## config.mk

```make
export PLATFORM = sky130hd
export DESIGN_NAME = laplace_char_reader
export DESIGN_NICKNAME = d
export VERILOG_FILES = /design/src/rtl/laplace_char_reader.sv
export SDC_FILE = /design/constraint.sdc
export NUM_CORES = 1
export LEC_CHECK = 0
export BUFFER_PORTS_ARGS = -buffer_cell sky130_fd_sc_hd__buf_2
export CORE_MARGIN = 2
export CORE_UTILIZATION = 55
export DETAILED_ROUTE_END_ITERATION = 7
export PLACE_DENSITY = 0.75
export SLEW_MARGIN = 15
export SYNTH_ARGS = -nofsm -noshare
export SYNTH_HDL_FRONTEND = slang
export SYNTH_SLANG_ARGS = --single-unit
```

## constraint.sdc

```tcl
create_clock -name clk -period 2.05 [get_ports clk]
set_input_delay 0.205 -clock clk [delete_from_list [all_inputs] [get_ports clk]]
set_output_delay 0.205 -clock clk [all_outputs]
set_load 0.02 [all_outputs]
```

## src/rtl/laplace_char_reader.sv

```systemverilog
// laplace_char_reader: issues one index request to the Laplace LUT character
// source, captures the returned ASCII characters into a local buffer and exposes
// them through a registered read port.
//
// Optional feature macro: READER_TIMEOUT_EN. When it is defined, a watchdog
// aborts REQ/RECV after TIMEOUT idle cycles and sets error. When it is not
// defined, error is tied to 0.
//
// Ports:
//   clk, rst_n        - clock, asynchronous active-low reset
//   start, index      - fetch request (sampled in IDLE) and the entry to fetch
//   busy, done        - high in REQ/RECV; one-cycle completion pulse
//   error, overflow   - sticky timeout flag / dropped-character flag
//   count             - number of characters stored
//   lut_req/lut_index - request and latched index to the source; lut_ack accepts it
//   char_valid/char_data/chars_remaining - character stream from the source
//   rd_addr, rd_data  - buffer read port with 1-cycle latency
module laplace_char_reader #(
  parameter int unsigned IDX_W   = 4,
  parameter int unsigned DEPTH   = 32,
  parameter int unsigned TIMEOUT = 255
) (
  input  logic                     clk,
  input  logic                     rst_n,
  input  logic                     start,
  input  logic [IDX_W-1:0]         index,
  output logic                     busy,
  output logic                     done,
  output logic                     error,
  output logic                     overflow,
  output logic [$clog2(DEPTH):0]   count,
  output logic                     lut_req,
  output logic [IDX_W-1:0]         lut_index,
  input  logic                     lut_ack,
  input  logic                     char_valid,
  input  logic [7:0]               char_data,
  input  logic [7:0]               chars_remaining,
  input  logic [$clog2(DEPTH)-1:0] rd_addr,
  output logic [7:0]               rd_data
);

  localparam int unsigned AW = $clog2(DEPTH);
  localparam int unsigned CW = AW + 1;

  // Reject parameter sets the buffer and watchdog logic cannot support.
  if (DEPTH < 4 || (DEPTH & (DEPTH - 1)) != 0 || TIMEOUT < 2) begin : g_bad_params
    $error("laplace_char_reader: DEPTH must be a power of two >= 4 and TIMEOUT >= 2");
  end

  typedef enum logic [1:0] {
    S_IDLE,
    S_REQ,
    S_RECV,
    S_DONE
  } state_t;

  state_t     state;
  logic [7:0] mem [DEPTH];
  logic       room_c;
  logic       wr_en_c;

  assign room_c  = (count < CW'(DEPTH));
  assign wr_en_c = (state == S_RECV) && char_valid && room_c;

`ifdef READER_TIMEOUT_EN
  localparam int unsigned TW = $clog2(TIMEOUT);
  logic [TW-1:0] wdog;
  logic          error_r;
  logic          wdog_hit_c;

  // Hitting TIMEOUT-1 on this edge means TIMEOUT idle cycles once the edge completes.
  assign wdog_hit_c = (wdog == TW'(TIMEOUT - 1));
  assign error      = error_r;
`else
  assign error = 1'b0;
`endif

  // Character buffer: no reset, contents survive reset and completion.
  always_ff @(posedge clk) begin
    if (wr_en_c) begin
      mem[count[AW-1:0]] <= char_data;
    end
  end

  // Registered read port; same-address write in the same cycle returns old data.
  always_ff @(posedge clk or negedge rst_n) begin
    if (!rst_n) begin
      rd_data <= 8'h00;
    end else begin
      rd_data <= mem[rd_addr];
    end
  end

  // Control FSM with registered outputs.
  always_ff @(posedge clk or negedge rst_n) begin
    if (!rst_n) begin
      state     <= S_IDLE;
      busy      <= 1'b0;
      done      <= 1'b0;
      overflow  <= 1'b0;
      count     <= '0;
      lut_req   <= 1'b0;
      lut_index <= '0;
`ifdef READER_TIMEOUT_EN
      wdog      <= '0;
      error_r   <= 1'b0;
`endif
    end else begin
      done <= 1'b0;
      case (state)
        S_IDLE: begin
          if (start) begin
            lut_index <= index;
            count     <= '0;
            overflow  <= 1'b0;
            busy      <= 1'b1;
            lut_req   <= 1'b1;
            state     <= S_REQ;
`ifdef READER_TIMEOUT_EN
            wdog      <= '0;
            error_r   <= 1'b0;
`endif
          end
        end
        S_REQ: begin
          if (lut_ack) begin
            lut_req <= 1'b0;
            state   <= S_RECV;
`ifdef READER_TIMEOUT_EN
            wdog    <= '0;
          end else if (wdog_hit_c) begin
            lut_req <= 1'b0;
            busy    <= 1'b0;
            error_r <= 1'b1;
            state   <= S_IDLE;
          end else begin
            wdog    <= wdog + TW'(1);
`endif
          end
        end
        S_RECV: begin
          if (char_valid) begin
            if (room_c) begin
              count <= count + CW'(1);
            end else begin
              overflow <= 1'b1;
            end
            if (chars_remaining == 8'd0) begin
              busy  <= 1'b0;
              done  <= 1'b1;
              state <= S_DONE;
            end
`ifdef READER_TIMEOUT_EN
            wdog <= '0;
          end else if (wdog_hit_c) begin
            busy    <= 1'b0;
            error_r <= 1'b1;
            state   <= S_IDLE;
          end else begin
            wdog <= wdog + TW'(1);
`endif
          end
        end
        S_DONE: begin
          state <= S_IDLE;
        end
        default: begin
          state <= S_IDLE;
        end
      endcase
    end
  end

endmodule

```

==> results of run 1 <==
[through the flow]
step / worst slack (ns) / instances / TNS [ns] / utilization / instance area [sq um]
5_1_grt: 0.0164 / 897 / 0 / 0.656 / 12800
2_1_floorplan: 0.0367 / 506 / 0 / - / 10900
3_3_place_gp: -0.0347 / 840 / -0.134 / 0.606 / 11800
3_5_place_dp: -0.0601 / 840 / -0.203 / 0.606 / 11800
6_report: 0.150 / 897 / 0 / 0.656 / 12800
4_1_cts: 0.0173 / 897 / 0 / 0.656 / 12800
[logic make-up after synthesis]
family          synth area share
other cells             0.000343
buf+inv                   0.0142
mux                        0.179
fa+ha+maj                0.00801
compound gates            0.0109
simple gates              0.0272
flops                      0.758
xor+xnor                 0.00240
[state kept, by name (all words and copies together) (netlist names)]
| signal | count |
|---|---|
| mem | 256 |
| rd_data | 8 |
| count | 6 |
| lut_index | 4 |
| state | 2 |
| busy | 1 |
| done | 1 |
| lut_req | 1 |
| overflow | 1 |
[cell usage in the layout (no fill, tap or decap)]
| master | netlist | layout |
|---|---|---|
| sky130_fd_sc_hd__bufinv_16 | 0 | 4 |
| sky130_fd_sc_hd__a211oi_1 | 2 | 1 |
| sky130_fd_sc_hd__clkinvlp_4 | 0 | 2 |
| sky130_fd_sc_hd__dfrtp_1 | 24 | 24 |
| sky130_fd_sc_hd__mux4_2 | 80 | 80 |
| sky130_fd_sc_hd__or3_1 | 1 | 1 |
| sky130_fd_sc_hd__o31a_1 | 1 | 1 |
| sky130_fd_sc_hd__mux2i_1 | 1 | 1 |
| sky130_fd_sc_hd__nand2_1 | 15 | 14 |
| sky130_fd_sc_hd__inv_1 | 8 | 8 |
| sky130_fd_sc_hd__o32a_1 | 1 | 1 |
| sky130_fd_sc_hd__a31oi_1 | 1 | 1 |
| sky130_fd_sc_hd__conb_1 | 1 | 1 |
| sky130_fd_sc_hd__buf_4 | 7 | 36 |
| sky130_fd_sc_hd__buf_2 | 1 | 50 |
| sky130_fd_sc_hd__o22ai_1 | 2 | 2 |
| sky130_fd_sc_hd__nor2b_1 | 1 | 1 |
| sky130_fd_sc_hd__clkinv_2 | 0 | 4 |
| sky130_fd_sc_hd__nor2_2 | 0 | 1 |
| sky130_fd_sc_hd__a2111oi_0 | 3 | 1 |
| sky130_fd_sc_hd__nand3b_1 | 3 | 3 |
| sky130_fd_sc_hd__ha_1 | 7 | 7 |
| sky130_fd_sc_hd__nor2_1 | 44 | 43 |
| sky130_fd_sc_hd__or2_2 | 1 | 1 |
| sky130_fd_sc_hd__o21ai_0 | 4 | 4 |
| sky130_fd_sc_hd__a21oi_1 | 4 | 4 |
| sky130_fd_sc_hd__clkinv_1 | 0 | 6 |
| sky130_fd_sc_hd__mux2_2 | 13 | 13 |
| sky130_fd_sc_hd__nor4_1 | 2 | 2 |
| sky130_fd_sc_hd__nand2_2 | 0 | 1 |
| sky130_fd_sc_hd__clkbuf_16 | 0 | 27 |
| sky130_fd_sc_hd__clkbuf_1 | 7 | 6 |
| sky130_fd_sc_hd__nand2b_1 | 2 | 2 |
| sky130_fd_sc_hd__a2111oi_1 | 0 | 2 |
| sky130_fd_sc_hd__buf_12 | 0 | 7 |
| sky130_fd_sc_hd__a211oi_2 | 0 | 1 |
| sky130_fd_sc_hd__xnor2_1 | 3 | 3 |
| sky130_fd_sc_hd__dlygate4sd3_1 | 0 | 8 |
| sky130_fd_sc_hd__edfxtp_1 | 256 | 256 |
| sky130_fd_sc_hd__nand3_1 | 2 | 2 |
[power by group through the flow]
stage	Sequential [mW]	Clock, mW	Combinational [mW]
after floorplan	6.76	0	0.782
final	6.56	4.89	1.41
after global placement	6.66	0	1.35
after CTS	6.55	4.95	1.41
after global routing	6.58	5.16	1.55
after detailed placement	6.67	0	1.39
[cell type report]
cell class | instances | area [sq um]
multi-input cells | 194 | 2500
clock inverters | 16 | 178
fillers | 1247 | 6690
flip-flops and latches | 280 | 8290
well taps | 265 | 332
clock buffers | 33 | 698
repair buffers | 101 | 741
inverters | 8 | 30.0
[layer usage]
layer | global-route usage | share of wire | wire (microns)
met1 | 0.307 | 0.41 | 8930
met2 | 0.352 | 0.50 | 11000
met3 | 0.0456 | 0.080 | 1750
met4 | 0.0485 | 0.014 | 309
met5 | 0 | 0 | 0
[critical path, stage by stage, from the launching register on]
cell and delay (ns):
sky130_fd_sc_hd__dfrtp_1 0.40, sky130_fd_sc_hd__inv_1 0.09, sky130_fd_sc_hd__ha_1 0.17, sky130_fd_sc_hd__inv_1 0.09, sky130_fd_sc_hd__nor2_2 0.19, sky130_fd_sc_hd__nand2_1 0.23
sky130_fd_sc_hd__nor2_1 0.18, sky130_fd_sc_hd__buf_4 0.25
[worst max path at each step]
stage                     depth (start not counted)        from  slack (ns)         end
after floorplan                                   5  rd_addr[2]        0.04  rd_data[0]
after global placement                            5  rd_addr[1]       -0.03  rd_data[2]
after detailed placement                          5  rd_addr[1]       -0.06  rd_data[6]
after CTS                                         7    state[0]        0.02   mem[5][0]
after global routing                              7    state[0]        0.02   mem[3][4]
final                                             7    state[0]        0.15   mem[3][0]
[timing repair]
action	in CTS	in global routing
gates resized for setup	0	5
hold buffers	8	0
endpoints found under the setup margin	0	58
hold endpoints to repair	30	0
==> report_table.html, run 1 <==
<table>
<tr><th>Metric</th><th>Value</th></tr>
<tr><th colspan="2">Run status</th></tr>
<tr><td>Outcome</td><td>finished clean</td></tr>
<tr><th colspan="2">Power</th></tr>
<tr><td>Tot Pwr</td><td>12.9 mW</td></tr>
<tr><td>Leak</td><td>4.28 nW</td></tr>
<tr><td>Share of total power in combinational logic</td><td>0.110</td></tr>
<tr><td>PD cells</td><td>1010 nW/um^2</td></tr>
<tr><td>Net Sw Frac</td><td>0.227</td></tr>
<tr><td>IR Drop Worst-Case VDD</td><td>0.000660 V</td></tr>
<tr><td>Clock power frac</td><td>0.380</td></tr>
<tr><td>Int Power</td><td>9.94 mW</td></tr>
<tr><td>Portion of total power attributed to sequential cells</td><td>0.510</td></tr>
<tr><td>Reported net switching power</td><td>2.92 mW</td></tr>
<tr><th colspan="2">Place</th></tr>
<tr><td>Final HPWL from detailed placement</td><td>13,700 microns</td></tr>
<tr><td>Number of buffer cells added on primary ports</td><td>51</td></tr>
<tr><td>Routability cong.</td><td>0.781</td></tr>
<tr><th colspan="2">Floorplanning</th></tr>
<tr><td>Initial core utilization</td><td>0.562</td></tr>
<tr><td>Die area</td><td>21,000 sq um</td></tr>
<tr><td>Die width</td><td>145 microns</td></tr>
<tr><td>Core region area</td><td>19,500 sq um</td></tr>
<tr><td>Die Y</td><td>145 microns</td></tr>
<tr><td>Number of core rows</td><td>51</td></tr>
<tr><td>Top-level port count</td><td>53</td></tr>
<tr><th colspan="2">Synth</th></tr>
<tr><td>Most instantiated cells after synthesis</td><td>256 x sky130_fd_sc_hd__edfxtp_1, 80 x sky130_fd_sc_hd__mux4_2, 44 x sky130_fd_sc_hd__nor2_1</td></tr>
<tr><td>Area fraction of the dominant cell type after synthesis</td><td>0.703</td></tr>
<tr><td>Sequential element share of the synthesized area</td><td>0.758</td></tr>
<tr><td>Count of mapped cells out of synthesis</td><td>506</td></tr>
<tr><td>Net Count, Synth</td><td>543</td></tr>
<tr><td>Main synth FF type</td><td>sky130_fd_sc_hd__edfxtp_1</td></tr>
<tr><td>Number of storage elements in the synthesis netlist</td><td>280</td></tr>
<tr><td>Yosys warning total</td><td>0</td></tr>
<tr><td>Most common cell in the synthesized netlist</td><td>sky130_fd_sc_hd__edfxtp_1</td></tr>
<tr><td>Post-Synthesis Mean Instance Area</td><td>21.6 sq um</td></tr>
<tr><td>Post-synth top area cell</td><td>sky130_fd_sc_hd__edfxtp_1</td></tr>
<tr><td>Yosys cell types</td><td>31</td></tr>
<tr><td>Post-synth EDFFs</td><td>256</td></tr>
<tr><td>Share of synthesized registers carrying an async set or reset</td><td>0.0857</td></tr>
<tr><td>Synth Cell Area</td><td>10,900 sq um</td></tr>
<tr><td>Top cells by area, synth</td><td>sky130_fd_sc_hd__edfxtp_1 70%, sky130_fd_sc_hd__mux4_2 16%, sky130_fd_sc_hd__dfrtp_1 5.5%, sky130_fd_sc_hd__nor2_1 1.5%, sky130_fd_sc_hd__mux2_2 1.3%</td></tr>
<tr><th colspan="2">STA</th></tr>
<tr><td>Time the worst path needs with I/O delays and setup</td><td>1.90 ns</td></tr>
<tr><td>Worst rel slew slack</td><td>0.551</td></tr>
<tr><td>Clock Skew</td><td>0.00924 ns</td></tr>
<tr><td>Number of pins exceeding their max-slew limit in the final report</td><td>0</td></tr>
<tr><td>RSZ-0062 raised after global routing</td><td>no</td></tr>
<tr><td>Number of endpoints failing setup at the final stage</td><td>0</td></tr>
<tr><td>Count of endpoints failing hold in the final timing report</td><td>0</td></tr>
<tr><td>Final-layout worst hold slack</td><td>0.0548 ns</td></tr>
<tr><td>Highest achievable clock rate</td><td>526 MHz</td></tr>
<tr><td>Actual slew at the worst max-slew pin</td><td>0.674 ns</td></tr>
<tr><td>Portion of the clock cycle consumed by the worst path in the final layout</td><td>0.927</td></tr>
<tr><th colspan="2">Detailed routing</th></tr>
<tr><td>Average vias per placed instance</td><td>5.94</td></tr>
<tr><td>Number of nets with antenna violations after detailed routing</td><td>0</td></tr>
<tr><td>Total length of routed wires</td><td>22,000 microns</td></tr>
<tr><td>Pre-Repair DR Iteration Count</td><td>5</td></tr>
<tr><td>DRC Markers</td><td>0</td></tr>
<tr><td>DR iter-0 viols</td><td>649</td></tr>
<tr><td>Vias after detailed routing</td><td>5,331</td></tr>
<tr><td>DR WL/cell</td><td>24.5 microns</td></tr>
<tr><th colspan="2">Worst setup path</th></tr>
<tr><td>Crit Reg-Reg Startpoint</td><td>state[0]</td></tr>
<tr><td>Number of cells on the worst reg-to-reg path</td><td>7</td></tr>
<tr><td>Capturing element type of the critical path</td><td>flop</td></tr>
<tr><td>Data arrival time of the worst path</td><td>2.12 ns</td></tr>
<tr><td>Required arrival time at the worst endpoint</td><td>2.27 ns</td></tr>
<tr><td>Startpoint type of the worst setup path</td><td>flop</td></tr>
<tr><td>End of the worst register-to-register path</td><td>mem[3][0]</td></tr>
<tr><td>Critical path type</td><td>flop to flop</td></tr>
<tr><td>Largest fanout on the critical path</td><td>8</td></tr>
<tr><td>Worst-case register-to-register setup slack</td><td>0.15 ns</td></tr>
<tr><th colspan="2">Clock tree</th></tr>
<tr><td>Clock insertion delay at the later pin of the skew report</td><td>0.53 ns</td></tr>
<tr><td>Number of H-tree branching levels</td><td>1</td></tr>
<tr><td>Post-CTS setup-driven buffer insertion count</td><td>0</td></tr>
<tr><td>Clock buffer depth</td><td>3</td></tr>
<tr><td>Root Buffer Master</td><td>sky130_fd_sc_hd__clkbuf_16</td></tr>
<tr><td>Post-CTS clock slew at the launch and capture registers of the worst setup and hold paths</td><td>0.06 ns</td></tr>
<tr><td>Sink count of the clock tree</td><td>280</td></tr>
<tr><td>Clock tree from TritonCTS</td><td>built</td></tr>
<tr><td>Clock buffer count from CTS</td><td>27</td></tr>
<tr><th colspan="2">Final layout</th></tr>
<tr><td>Layout cells sized above 1</td><td>0.359</td></tr>
<tr><td>Antenna cell count</td><td>0</td></tr>
<tr><td>Number of nets in the layout</td><td>649</td></tr>
<tr><td>Growth of design area from synthesis to finish</td><td>16.8%</td></tr>
<tr><th colspan="2">GRT</th></tr>
<tr><td>Via count of the first global-routing pass</td><td>5,617</td></tr>
<tr><td>Total global-route track usage</td><td>0.216</td></tr>
<tr><td>Largest net degree at the start of global routing</td><td>33</td></tr>
<tr><td>First-pass GRT wire length</td><td>33,800 microns</td></tr>
<tr><td>Residual overflow from global routing</td><td>0</td></tr>
<tr><td>Number of antenna violations at the first check in global routing</td><td>1</td></tr>
<tr><th colspan="2">Min path</th></tr>
<tr><td>Count of cells along the worst hold path</td><td>3</td></tr>
<tr><td>Path category of the worst min-delay check</td><td>primary input to flop</td></tr>
<tr><td>Launch point of the worst hold path</td><td>start</td></tr>
<tr><td>Hold path endpoint</td><td>lut_req</td></tr>
<tr><th colspan="2">Flow run</th></tr>
<tr><td>Max-capacitance violation count</td><td>0</td></tr>
</table>
No activity file was read; power rests on OpenSTA's default activity.
==> run 2: changes to the inputs <==
- CORE_ASPECT_RATIO: default -> 0.6
==> run 2 against run 1 <==
  * Cell count down 0.11%
  * First-iteration DRC count rose by 29%
  * Critical path type unchanged
  * Largest cell class unchanged
  * Wire length increased by 12%
  * Non-clock buffer count rose by 1
  * Setup slack got worse by 0.012 ns
  * Clock skew up 0.013 ns
  * Sequential power about the same
  * Sequential share of layout area increased by 0.58 points
  * Global-route usage increased by 2.9 points
  * Clock power shrank 8.2%
  * Count of clock-buffer cells in the layout down 2
==> report_table.html, run 2 (synthesis results as in run 1) <==
<table>
<tr><th>Metric</th><th>Value</th></tr>
<tr><th colspan="2">Run status</th></tr>
<tr><td>Outcome</td><td>finished clean (unchanged)</td></tr>
<tr><th colspan="2">GRT</th></tr>
<tr><td>Total global-route track usage</td><td>0.245 (was 0.216)</td></tr>
<tr><td>Number of antenna violations at the first check in global routing</td><td>1 (unchanged)</td></tr>
<tr><td>Residual overflow from global routing</td><td>0 (unchanged)</td></tr>
<tr><td>Via count of the first global-routing pass</td><td>5,449 (was 5,617)</td></tr>
<tr><td>First-pass GRT wire length</td><td>36,000 microns (was 33,800 microns)</td></tr>
<tr><td>Largest net degree at the start of global routing</td><td>34 (was 33)</td></tr>
<tr><th colspan="2">Clock tree</th></tr>
<tr><td>Root Buffer Master</td><td>sky130_fd_sc_hd__clkbuf_16 (unchanged)</td></tr>
<tr><td>Sink count of the clock tree</td><td>280 (unchanged)</td></tr>
<tr><td>Clock insertion delay at the later pin of the skew report</td><td>0.53 ns (about the same)</td></tr>
<tr><td>Clock buffer depth</td><td>3 (unchanged)</td></tr>
<tr><td>Post-CTS clock slew at the launch and capture registers of the worst setup and hold paths</td><td>0.07 ns (was 0.06 ns)</td></tr>
<tr><td>Number of H-tree branching levels</td><td>1 (unchanged)</td></tr>
<tr><td>Clock buffer count from CTS</td><td>25 (was 27)</td></tr>
<tr><td>Clock tree from TritonCTS</td><td>built (unchanged)</td></tr>
<tr><th colspan="2">Final layout</th></tr>
<tr><td>Flip-flop count of the largest register after layout</td><td>256 (unchanged)</td></tr>
<tr><td>Leading cell type in the layout, fill and taps excluded</td><td>sky130_fd_sc_hd__edfxtp_1 (unchanged)</td></tr>
<tr><td>Top library cells by usage in the layout, fill and taps aside</td><td>256 x sky130_fd_sc_hd__edfxtp_1, 80 x sky130_fd_sc_hd__mux4_2, 50 x sky130_fd_sc_hd__buf_2 (unchanged)</td></tr>
<tr><td>Antenna cell count</td><td>0 (unchanged)</td></tr>
<tr><td>Layout cells sized above 1</td><td>0.363 (was 0.359)</td></tr>
<tr><td>End-of-flow core utilization</td><td>0.657 (was 0.656)</td></tr>
<tr><td>Growth of design area from synthesis to finish</td><td>15.8% (was 16.8%)</td></tr>
<tr><td>Area used by sequential logic in the layout</td><td>8290 sq um (unchanged)</td></tr>
<tr><td>Number of nets in the layout</td><td>648 (was 649)</td></tr>
<tr><td>Fill cell instance count of the final layout</td><td>1,252 (was 1,247)</td></tr>
<tr><td>Area of the multi-input gates</td><td>2510 sq um (was 2500 sq um)</td></tr>
<tr><td>Non-Filler Instances</td><td>896 (was 897)</td></tr>
<tr><th colspan="2">Worst setup path</th></tr>
<tr><td>Slowest cell delay on critical path</td><td>0.40 ns (about the same)</td></tr>
<tr><td>Startpoint type of the worst setup path</td><td>flop (unchanged)</td></tr>
<tr><td>Data arrival time of the worst path</td><td>2.15 ns (was 2.12 ns)</td></tr>
<tr><td>Category of cells accounting for the largest share of critical-path delay</td><td>simple AND/OR/NAND/NOR gates (unchanged)</td></tr>
<tr><td>Critical path type</td><td>flop to flop (unchanged)</td></tr>
<tr><td>Buffers and inverters on the worst path</td><td>3 (unchanged)</td></tr>
<tr><td>Largest fanout on the critical path</td><td>8 (unchanged)</td></tr>
<tr><td>Required arrival time at the worst endpoint</td><td>2.28 ns (was 2.27 ns)</td></tr>
<tr><td>Crit Reg-Reg Startpoint</td><td>state[0] (unchanged)</td></tr>
<tr><td>Cell with the largest stage delay on the worst path</td><td>sky130_fd_sc_hd__dfrtp_1 (unchanged)</td></tr>
<tr><td>CP dominant cell by count</td><td>sky130_fd_sc_hd__inv_1 (unchanged)</td></tr>
<tr><td>Critical path, cell by cell</td><td>inv_1, ha_1, inv_1, nor2_2, nand2_2, nor2_1, buf_4 (was inv_1, ha_1, inv_1, nor2_2, nand2_1, nor2_1, buf_4)</td></tr>
<tr><td>Worst setup path startpoint</td><td>state[0] (unchanged)</td></tr>
<tr><td>Capturing element type of the critical path</td><td>flop (unchanged)</td></tr>
<tr><th colspan="2">Detailed routing</th></tr>
<tr><td>DR iter-0 viols</td><td>838 (was 649)</td></tr>
<tr><td>DR WL/cell</td><td>27.4 microns (was 24.5 microns)</td></tr>
<tr><td>Average vias per placed instance</td><td>6.21 (was 5.94)</td></tr>
<tr><td>Pre-Repair DR Iteration Count</td><td>5 (unchanged)</td></tr>
<tr><td>DRC Markers</td><td>0 (unchanged)</td></tr>
<tr><td>Total length of routed wires</td><td>24,500 microns (was 22,000 microns)</td></tr>
<tr><td>Number of nets with antenna violations after detailed routing</td><td>0 (unchanged)</td></tr>
<tr><td>Vias after detailed routing</td><td>5,563 (was 5,331)</td></tr>
<tr><th colspan="2">Power</th></tr>
<tr><td>Int Power</td><td>9.53 mW (was 9.94 mW)</td></tr>
<tr><td>Net Sw Frac</td><td>0.240 (was 0.227)</td></tr>
<tr><td>Leak</td><td>4.23 nW (was 4.28 nW)</td></tr>
<tr><td>Share of total power in combinational logic</td><td>0.119 (was 0.110)</td></tr>
<tr><td>Reported net switching power</td><td>3.02 mW (was 2.92 mW)</td></tr>
<tr><td>Tot Pwr</td><td>12.6 mW (was 12.9 mW)</td></tr>
<tr><td>Clock power frac</td><td>0.358 (was 0.380)</td></tr>
<tr><td>PD cells</td><td>991 nW/um^2 (was 1010 nW/um^2)</td></tr>
<tr><td>IR Drop Worst-Case VDD</td><td>0.000876 V (was 0.000660 V)</td></tr>
<tr><td>Portion of total power attributed to sequential cells</td><td>0.523 (was 0.510)</td></tr>
<tr><th colspan="2">Place</th></tr>
<tr><td>Setup Slack @ Placement</td><td>-0.0910 ns (was -0.0601 ns)</td></tr>
<tr><td>Final HPWL from detailed placement</td><td>15,800 microns (was 13,700 microns)</td></tr>
<tr><td>Number of buffer cells added on primary ports</td><td>51 (unchanged)</td></tr>
<tr><td>Routability cong.</td><td>0.795 (was 0.781)</td></tr>
<tr><td>Placed Cells</td><td>843 (was 840)</td></tr>
<tr><th colspan="2">STA</th></tr>
<tr><td>Number of endpoints failing setup at the final stage</td><td>0 (unchanged)</td></tr>
<tr><td>Clock Skew</td><td>0.0227 ns (was 0.00924 ns)</td></tr>
<tr><td>Least setup slack across all paths after layout</td><td>0.138 ns (was 0.150 ns)</td></tr>
<tr><td>Actual slew at the worst max-slew pin</td><td>0.697 ns (was 0.674 ns)</td></tr>
<tr><td>Highest achievable clock rate</td><td>523 MHz (was 526 MHz)</td></tr>
<tr><td>Portion of the clock cycle consumed by the worst path in the final layout</td><td>0.933 (was 0.927)</td></tr>
<tr><td>Number of pins exceeding their max-slew limit in the final report</td><td>0 (unchanged)</td></tr>
<tr><td>Time the worst path needs with I/O delays and setup</td><td>1.91 ns (was 1.90 ns)</td></tr>
<tr><td>Count of endpoints failing hold in the final timing report</td><td>0 (unchanged)</td></tr>
<tr><td>RSZ-0062 raised after global routing</td><td>yes (was no)</td></tr>
<tr><td>Worst rel slew slack</td><td>0.535 (was 0.551)</td></tr>
<tr><th colspan="2">Floorplanning</th></tr>
<tr><td>Die width</td><td>186 microns (was 145 microns)</td></tr>
<tr><td>Number of core rows</td><td>39 (was 51)</td></tr>
<tr><td>Die area</td><td>21,100 sq um (was 21,000 sq um)</td></tr>
<tr><td>Core region area</td><td>19,300 sq um (was 19,500 sq um)</td></tr>
<tr><td>Die Y</td><td>113 microns (was 145 microns)</td></tr>
<tr><td>Initial core utilization</td><td>0.567 (was 0.562)</td></tr>
<tr><td>Top-level port count</td><td>53 (unchanged)</td></tr>
<tr><th colspan="2">Min path</th></tr>
<tr><td>Launch point of the worst hold path</td><td>chars_remaining[2] (was start)</td></tr>
<tr><td>Path category of the worst min-delay check</td><td>primary input to flop (unchanged)</td></tr>
<tr><th colspan="2">Flow run</th></tr>
<tr><td>Max-capacitance violation count</td><td>0 (unchanged)</td></tr>
</table>
## run 2: routing by layer
layer  wire length [microns]  vias to the layer above  track usage  share of wire
met2                   10600                      279        0.339           0.43
met4                     481                        0       0.0509          0.020
met5                       0                        -            0              0
met3                    2500                       42       0.0525           0.10
li1                        -                     2286            -              -
met1                   11000                     2956        0.407           0.45
## run 2: worst paths after layout
kind	to	slack, ns	cells after the start
worst min register to register	lut_req	0.51	2
min in group asynchronous	count[2]	0.28	2
worst max-delay path	mem[9][3]	0.14	7
max in group asynchronous	rd_data[1]	1.32	2
worst min-delay path	done	0.04	4
worst max register to register	mem[9][3]	0.14	7
## run 2: layout make-up
cell class,count,share of cell area
well taps,266,0.0263
clock inverters,15,0.0101
repair buffers,102,0.0569
multi-input cells,194,0.198
flip-flops and latches,280,0.655
clock buffers,31,0.0512
inverters,8,0.00237
## run 2: tightest hold or removal path, stage by stage
cell	delay, ns
sky130_fd_sc_hd__buf_2	0.08
sky130_fd_sc_hd__nor4_1	0.03
sky130_fd_sc_hd__nand2_1	0.14
sky130_fd_sc_hd__nor2_1	0.08
## run 2: stage by stage
stage	setup TNS (ns)	area (sq um)	hold slack [ns]
global route	-0.674	12700	0.0356
CTS	-1.70	12600	0.0149
floorplan	0	10900	-0.0906
global placement	-0.446	11800	0.262
detailed placement	-0.545	11800	0.277
finish	0	12700	0.0390
## run 2: repair_timing
item	in CTS	in global routing
buffers inserted	0	0
endpoints found under the hold margin	30	0
resized for setup	0	7
gates cloned	0	0
setup endpoints to repair	88	258
hold buffers	7	0
## run 2: power by group through the flow
stage                     combinational [mW]  clock [mW]  sequential, mW
after floorplan                        0.782           0            6.76
after global placement                  1.38           0            6.67
after global routing                    1.60        4.77            6.58
final                                   1.50        4.49            6.57
after detailed placement                1.43           0            6.68
after CTS                               1.46        4.55            6.57
